--- src/rtl/dd_debounce.sv ---
// dd_debounce: independent per-bit counter debouncer with registered level, busy and edge outputs.
// Define DD_DEBOUNCE_EDGE_EN to generate the rise_o/fall_o pulse registers; otherwise they are tied low.
module dd_debounce #(
  parameter int               WIDTH        = 1,
  parameter int               CNTR_W       = 8,
  parameter int               DEBOUNCE_CNT = 100,
  parameter logic [WIDTH-1:0] RST_VAL      = '0
) (
  input  logic             clk,
  input  logic             rst_n,
  input  logic [WIDTH-1:0] data_sync_i,
  output logic [WIDTH-1:0] data_o,
  output logic [WIDTH-1:0] rise_o,
  output logic [WIDTH-1:0] fall_o,
  output logic [WIDTH-1:0] busy_o
);

  typedef enum logic {
    STABLE,
    SETTLING
  } state_t;

  // Count value on which the DEBOUNCE_CNT-th consecutive differing sample is seen.
  localparam logic [CNTR_W-1:0] LAST = CNTR_W'(DEBOUNCE_CNT - 1);

  for (genvar i = 0; i < WIDTH; i++) begin : g_bit
    state_t            state_q, state_d;
    logic [CNTR_W-1:0] cnt_q, cnt_d;
    logic              data_q, data_d;
    logic              sample;

    assign sample = data_sync_i[i];

    always_ff @(posedge clk or negedge rst_n) begin
      if (!rst_n) begin
        state_q <= STABLE;
        cnt_q   <= '0;
        data_q  <= RST_VAL[i];
      end else begin
        state_q <= state_d;
        cnt_q   <= cnt_d;
        data_q  <= data_d;
      end
    end

    always_comb begin
      state_d = state_q;
      cnt_d   = cnt_q;
      data_d  = data_q;
      case (state_q)
        STABLE: begin
          cnt_d = '0;
          if (sample != data_q) begin
            if (DEBOUNCE_CNT == 1) begin
              data_d = sample;
            end else begin
              state_d = SETTLING;
              cnt_d   = CNTR_W'(1);
            end
          end
        end
        SETTLING: begin
          // Any sample matching the accepted level throws away the partial count.
          if (sample == data_q) begin
            state_d = STABLE;
            cnt_d   = '0;
          end else if (cnt_q == LAST) begin
            state_d = STABLE;
            cnt_d   = '0;
            data_d  = ~data_q;
          end else begin
            cnt_d = cnt_q + CNTR_W'(1);
          end
        end
        default: begin
          state_d = STABLE;
          cnt_d   = '0;
        end
      endcase
    end

    assign data_o[i] = data_q;
    assign busy_o[i] = (state_q == SETTLING);

`ifdef DD_DEBOUNCE_EDGE_EN
    logic rise_q, fall_q;

    always_ff @(posedge clk or negedge rst_n) begin
      if (!rst_n) begin
        rise_q <= 1'b0;
        fall_q <= 1'b0;
      end else begin
        rise_q <= data_d & ~data_q;
        fall_q <= ~data_d & data_q;
      end
    end

    assign rise_o[i] = rise_q;
    assign fall_o[i] = fall_q;
`else
    assign rise_o[i] = 1'b0;
    assign fall_o[i] = 1'b0;
`endif
  end

endmodule

--- config.mk ---
export PLATFORM = sky130hd
export DESIGN_NAME = dd_debounce
export DESIGN_NICKNAME = d
export VERILOG_FILES = /design/src/rtl/dd_debounce.sv
export SDC_FILE = /design/constraint.sdc
export NUM_CORES = 1
export LEC_CHECK = 0
export BUFFER_PORTS_ARGS = -buffer_cell sky130_fd_sc_hd__buf_2
export CORE_AREA = 2 2 39 41
export DETAILED_ROUTE_END_ITERATION = 7
export DIE_AREA = 0 0 41 43
export PLACE_DENSITY = 0.72
export SYNTH_ARGS = -nofsm -noshare
export SYNTH_HDL_FRONTEND = slang
export SYNTH_SLANG_ARGS = --single-unit
--- constraint.sdc ---
create_clock -name clk -period 1.66 [get_ports clk]
set_input_delay 0.332 -clock clk [delete_from_list [all_inputs] [get_ports clk]]
set_output_delay 0.332 -clock clk [all_outputs]
set_load 0.01 [all_outputs]
==> impl_metrics.json, run 1 <==
{
  "cts.clk_slew.worst_paths_ns": 0.06,
  "ios": 7,
  "worst-setup-path-type": "reg -> reg",
  "dp_hpwl_um": 770.4,
  "drtIter0Drc": 8,
  "setup_ws_ns": -0.01032,
  "clockBufferDepth": 2,
  "path_cells": "ha_2, or4b_4, nor4_4, mux2_4",
  "rows": 14,
  "slowest_delay_ns": 0.50,
  "grt_pass1_vias": 423,
  "tritoncts": "built",
  "clock-sinks": 10,
  "num_antenna_cells": 0,
  "synth_area_um2": 534.3,
  "hp-class": "in -> reg",
  "cts_buffers": 3,
  "max_freq_ghz": 0.5987,
  "hold_viol": 0,
  "drv_slew": 0,
  "fillers": 135,
  "clock_skew_ns": 0.005163,
  "grt_use_total": 0.1481,
  "critPathBufInv": 0,
  "first_pass_iters": 3,
  "start_util": 0.3861,
  "crit_family": "simple AND/OR/NAND/NOR gates",
  "cp_max_fo": 4,
  "clk_latency_ns": 0.26,
  "powerDensity_nw_per_um2": 682.7,
  "reg2reg_slack_ns": -0.01,
  "cp.arrival_ns": 1.81,
  "rsz0062_at_grt": "true",
  "violations": "setup timing",
  "reg2reg_from": "g_bit[0].cnt_q[1]",
  "fin_area_um2": 654.4,
  "ys_warn_count": 0,
  "postCtsSetupBuffers": 0,
  "num_vias": 423,
  "root_buffer": "clkbuf_4",
  "status": "complete, but fails checks",
  "core_area_um2": 1384,
  "final_antenna_net_count": 0,
  "required_ns": 1.80,
  "cts-htree-levels": 1,
  "areaGrowthSynthToFinish_pct": 22.48,
  "synth_seq_cells": 10,
  "synth_cell_types": 27,
  "grt_pass1_wl_um": 1697,
  "synth.avg_cell_area_um2": 10.48,
  "placed_area_um2": 613.1,
  "final_common_cell": "dfrtp_1",
  "cp-endpoint": "data_o",
  "drive_above_1_share": 0.2969,
  "io_buffers": 4,
  "drt-vias-per-instance": 5.288,
  "period_share": 1.006,
  "die_w_um": 41,
  "grt_max_degree": 11,
  "worstSetupStartpointType": "register",
  "overflow": 0,
  "cp-startpoint": "g_bit[0].cnt_q[1]",
  "yosysSeqAreaShare": 0.4684,
  "power.leakage_nw": 0.2865,
  "die_h_um": 43,
  "remaining_drc_errors": 0,
  "syn_inst": 51,
  "final_cell_mix": "dfrtp_1 (10), buf_4 (7), nand2_1 (6)",
  "gp_congestion": 0.7362,
  "min_from": "data_sync_i",
  "final.min_clock_period_ns": 1.670,
  "antenna_found_initial": 0,
  "setup_violations": 1,
  "r2r-end": "data_o",
  "avgRoutedWirePerCell_um": 12.99,
  "totalWireLength_um": 1039,
  "cap_viol_max_count": 0,
  "r2r_cells": 4,
  "crit_slowest_cell": "or4b_4",
  "p_total_mw": 0.4467,
  "die_area_um2": 1763,
  "vdd_drop_max_mv": 0.3779,
  "crit_path_end_kind": "register",
  "final_net_count": 71,
  "cp.depth": 4
}
==> layout make-up <==
| cell class | instances | area, µm² | share of cell area |
|---|---|---|---|
| Tap cell | 16 | 20.02 | 0.03059 |
| Clock buffer | 3 | 22.52 | 0.03442 |
| Sequential cell | 10 | 250.2 | 0.3824 |
| Multi-Input combinational cell | 38 | 275.3 | 0.4206 |
| Timing Repair Buffer | 12 | 82.58 | 0.1262 |
| Inverter | 1 | 3.754 | 0.005736 |
==> metrics by stage <==
stage | instances | utilization | setup WS [ns] | hold slack (ns) | setup TNS, ns
final | 80 | 0.4729 | -0.01032 | 0.3416 | -0.01032
after detailed placement | 76 | 0.4430 | -0.02871 | 0.2015 | -0.04877
after global placement | 76 | 0.4430 | -0.02145 | 0.2056 | -0.02145
after floorplan | 52 | - | 0.0006980 | 0.03641 | 0
after CTS | 80 | 0.4729 | -0.01317 | 0.3384 | -0.01317
after global routing | 80 | 0.4729 | -0.09887 | 0.3377 | -0.1329
==> kinds of logic (layout without fill, tap and decap cells) <==
family	Yosys count	count (layout)	synth area share
DFF	10	10	0.4684
AOI/OAI and AO/OA	7	7	0.08900
buffers and inverters	4	16	0.04447
other	1	2	0.007019
muxes	1	1	0.02108
and+or+nand+nor	22	22	0.2576
adders and majority gates	2	2	0.04683
xor gates and xnor gates	4	4	0.06559
==> routing by layer <==
metal,part of all wire,vias to the layer above,wire length [µm],track usage
li1,-,209,-,-
met1,0.48,207,495,0.1661
met2,0.48,5,501,0.2344
met3,0.021,2,22,0.01571
met4,0.019,0,20,0.1200
met5,0,-,0,0
==> registers in the layout, indices dropped and copies added, names as in the netlist <==
signal	cells
g_bit.cnt_q	8
busy_o	1
data_o	1
==> synthesized netlist by cell type, drive strengths merged <==
| library cell | n | area [µm²] |
|---|---|---|
| or4b | 1 | 13.76 |
| or4 | 1 | 7.510 |
| inv | 1 | 3.750 |
| nand2b | 1 | 6.260 |
| nor3 | 3 | 15.01 |
| a211oi | 1 | 7.510 |
| a21oi | 1 | 5.000 |
| nand3b | 1 | 7.510 |
| nor4 | 1 | 21.27 |
| buf | 3 | 20.01 |
| xor2 | 3 | 26.28 |
| nand3 | 3 | 15.01 |
| xnor2 | 1 | 8.760 |
| o31a | 1 | 8.760 |
| nor3b | 2 | 15.01 |
| a21boi | 1 | 7.510 |
| o21ai | 1 | 5.000 |
| dfrtp | 10 | 250.2 |
| a31oi | 1 | 6.260 |
| or3 | 1 | 6.260 |
| ha | 2 | 25.02 |
| conb | 1 | 3.750 |
| nand2 | 6 | 22.52 |
| mux2 | 1 | 11.26 |
| nor2 | 2 | 7.510 |
| o31ai | 1 | 7.510 |
==> power by group <==
part	internal [mW]	leakage, nW	switching, mW
clock network	0.0834	0.0138	0.0758
logic	0.0155	0.138	0.0207
registers	0.248	0.135	0.00320
==> how the worst min path moves through the flow <==
| stage | cells after the start | end | slack (ns) |
|---|---|---|---|
| 2_1_floorplan | 0 | busy_o | 0.04 |
| 3_3_place_gp | 1 | g_bit[0].cnt_q[7] | 0.21 |
| 3_5_place_dp | 1 | g_bit[0].cnt_q[5] | 0.20 |
| 4_1_cts | 2 | data_o | 0.34 |
| 5_1_grt | 2 | data_o | 0.34 |
| 6_report | 2 | data_o | 0.34 |
==> timing repair <==
action / 4_1_cts / 5_1_grt
pin swaps: 0 / 0
setup endpoints to repair: 5 / 2
hold buffers: 1 / 0
gates resized for setup: 2 / 0
endpoints found under the hold margin: 10 / 0
Power figures use the tool's default switching activity.
==> run 2: changes to the inputs <==
- PLACE_DENSITY: 0.72 -> 0.59
==> run 2 against run 1 <==
The flow now finishes without violations. Wire length did not move. Flip-flop and latch count did not move. Critical path type unchanged. Hold slack got worse by 0.015 ns. Fmax rose by 0.82%. First-iteration DRC count rose by 38%. Critical path depth did not move.
==> impl_metrics.json, run 2 (same netlist as run 1, synthesis figures left out) <==
{
  "status": "finished, final reports clean",
  "crit_family": "simple AND/OR/NAND/NOR gates",
  "largest_reg_flops": 8,
  "final_common_cell": "dfrtp_1",
  "die_h_um": 43,
  "clock_skew_ns": 0.001309,
  "die_area_um2": 1763,
  "largest-register": "g_bit.cnt_q",
  "critPathBufInv": 0,
  "cts_buffers": 3,
  "crit_path_end_kind": "register",
  "remaining_drc_errors": 0,
  "rows": 14,
  "place_inst": 75,
  "avgRoutedWirePerCell_um": 12.99,
  "grt_use_total": 0.1533,
  "final.min_clock_period_ns": 1.657,
  "cts.clk_slew.worst_paths_ns": 0.07,
  "fin_util": 0.4738,
  "hp-class": "in -> reg",
  "areaGrowthSynthToFinish_pct": 22.72,
  "drv_slew": 0,
  "pwr-share-seq": 0.494,
  "powerDensity_nw_per_um2": 775.3,
  "io_buffers": 4,
  "p_switching_mw": 0.1123,
  "setup_violations": 0,
  "final_cell_mix": "dfrtp_1 (10), nand2_1 (6), buf_4 (6)",
  "grt_pass1_vias": 446,
  "sw_frac_of_total": 0.2209,
  "drive_above_1_share": 0.2813,
  "required_ns": 1.81,
  "first_pass_iters": 4,
  "tritoncts": "built",
  "num_vias": 406,
  "start_util": 0.3861,
  "clkPwrFrac": 0.436,
  "core_area_um2": 1384,
  "final_net_count": 70,
  "period_share": 0.9980,
  "crit_slowest_cell": "or4b_4",
  "die_w_um": 41,
  "final_antenna_net_count": 0,
  "ios": 7,
  "antenna_found_initial": 0,
  "drtIter0Drc": 11,
  "grt_pass1_wl_um": 1794,
  "vdd_drop_max_mv": 0.3236,
  "cts-htree-levels": 1,
  "gp_congestion": 0.7425,
  "comb_power_share": 0.070,
  "root_buffer": "clkbuf_4",
  "max_freq_ghz": 0.6036,
  "drt-vias-per-instance": 5.075,
  "postCtsSetupBuffers": 0,
  "num_antenna_cells": 0,
  "grt_max_degree": 11,
  "internal_power_mw": 0.3960,
  "rsz0062_at_grt": "true",
  "power.leakage_nw": 0.2879,
  "stdcell_count": 80,
  "hold_viol": 0,
  "slowest_delay_ns": 0.50,
  "path_cells": "ha_2, or4b_4, nor4_4, mux2_4",
  "dp_hpwl_um": 770.5,
  "overflow": 0,
  "worstSetupStartpointType": "register",
  "cp.arrival_ns": 1.81,
  "totalWireLength_um": 1039,
  "setup_tns_ns": 0,
  "worst-setup-path-type": "reg -> reg",
  "clockBufferDepth": 2,
  "cap_viol_max_count": 0,
  "fillers": 143,
  "clock-sinks": 10,
  "cp_max_fo": 4,
  "clk_latency_ns": 0.26
}
==> run 2: cell count changes in the layout (fill, tap and decap cells not counted) <==
cell and change:
nor3_2 -1, clkbuf_8 +1, buf_4 -1, nor3_1 +1
==> run 2: worst register-to-register path, cell delays in order (launching register included) <==
cell and delay [ns]:
dfrtp_1 0.36, ha_2 0.17, or4b_4 0.50, nor4_4 0.20, mux2_4 0.32
==> run 2: layout make-up <==
type                       count  area (µm²)  area share
multi-input combinational     38       270.3      0.4122
tap                           16       20.02     0.03053
sequential                    10       250.2      0.3817
inverter                       1       3.754    0.005725
clock buffer                   4       36.28     0.05534
timing repair buffer          11       75.07      0.1145
==> run 2: per-stage QoR <==
stage	power, mW	setup WS [ns]	hold slack [ns]	area, µm²
finish	0.5083	0.003291	0.3269	655.6
global route	0.5352	-0.06245	0.3309	655.6
CTS	0.5174	-0.01099	0.3081	651.9
detailed placement	0.2905	-0.005719	0.2066	605.6
global placement	0.2899	0.02376	0.2061	605.6
floorplan	0.2756	0.0006980	0.03641	540.5
==> run 2: power by group through the flow <==
| stage | clock network, mW | logic, mW | registers, mW |
|---|---|---|---|
| 4_1_cts | 0.230 | 0.0367 | 0.251 |
| 6_report | 0.221 | 0.0358 | 0.251 |
| 5_1_grt | 0.241 | 0.0423 | 0.252 |
| 3_5_place_dp | 0 | 0.0346 | 0.256 |
| 2_1_floorplan | 0 | 0.0183 | 0.257 |
| 3_3_place_gp | 0 | 0.0340 | 0.256 |
==> run 2: timing repair <==
action / in CTS / in global routing
pin swaps: 0 / 0
resized for setup: 0 / 1
hold buffers: 1 / 0
endpoints found under the setup margin: 1 / 4
endpoints found under the hold margin: 10 / 0
gates cloned: 0 / 0
==> run 2: path summary, 6_finish.rpt <==
check / startpoint / endpoint / slack (ns) / cells past startpoint
min reg2reg: busy_o / busy_o / 0.55 / 1
min in group asynchronous: rst_n / g_bit[0].cnt_q[6] / 0.45 / 2
max in group asynchronous: rst_n / g_bit[0].cnt_q[2] / 1.02 / 2
max: g_bit[0].cnt_q[0] / data_o / 0.003 / 4
min: data_sync_i / data_o / 0.33 / 2
max reg2reg: g_bit[0].cnt_q[0] / data_o / 0.003 / 4
==> run 2: per-layer routing <==
metal	share of wire	wire length, µm	track usage	vias to the layer above
li1	-	-	-	202
met1	0.47	487	0.1933	196
met2	0.49	509	0.2344	6
met3	0.031	32	0.03141	2
met4	0.0087	9	0.08000	0
met5	0	0	0	-
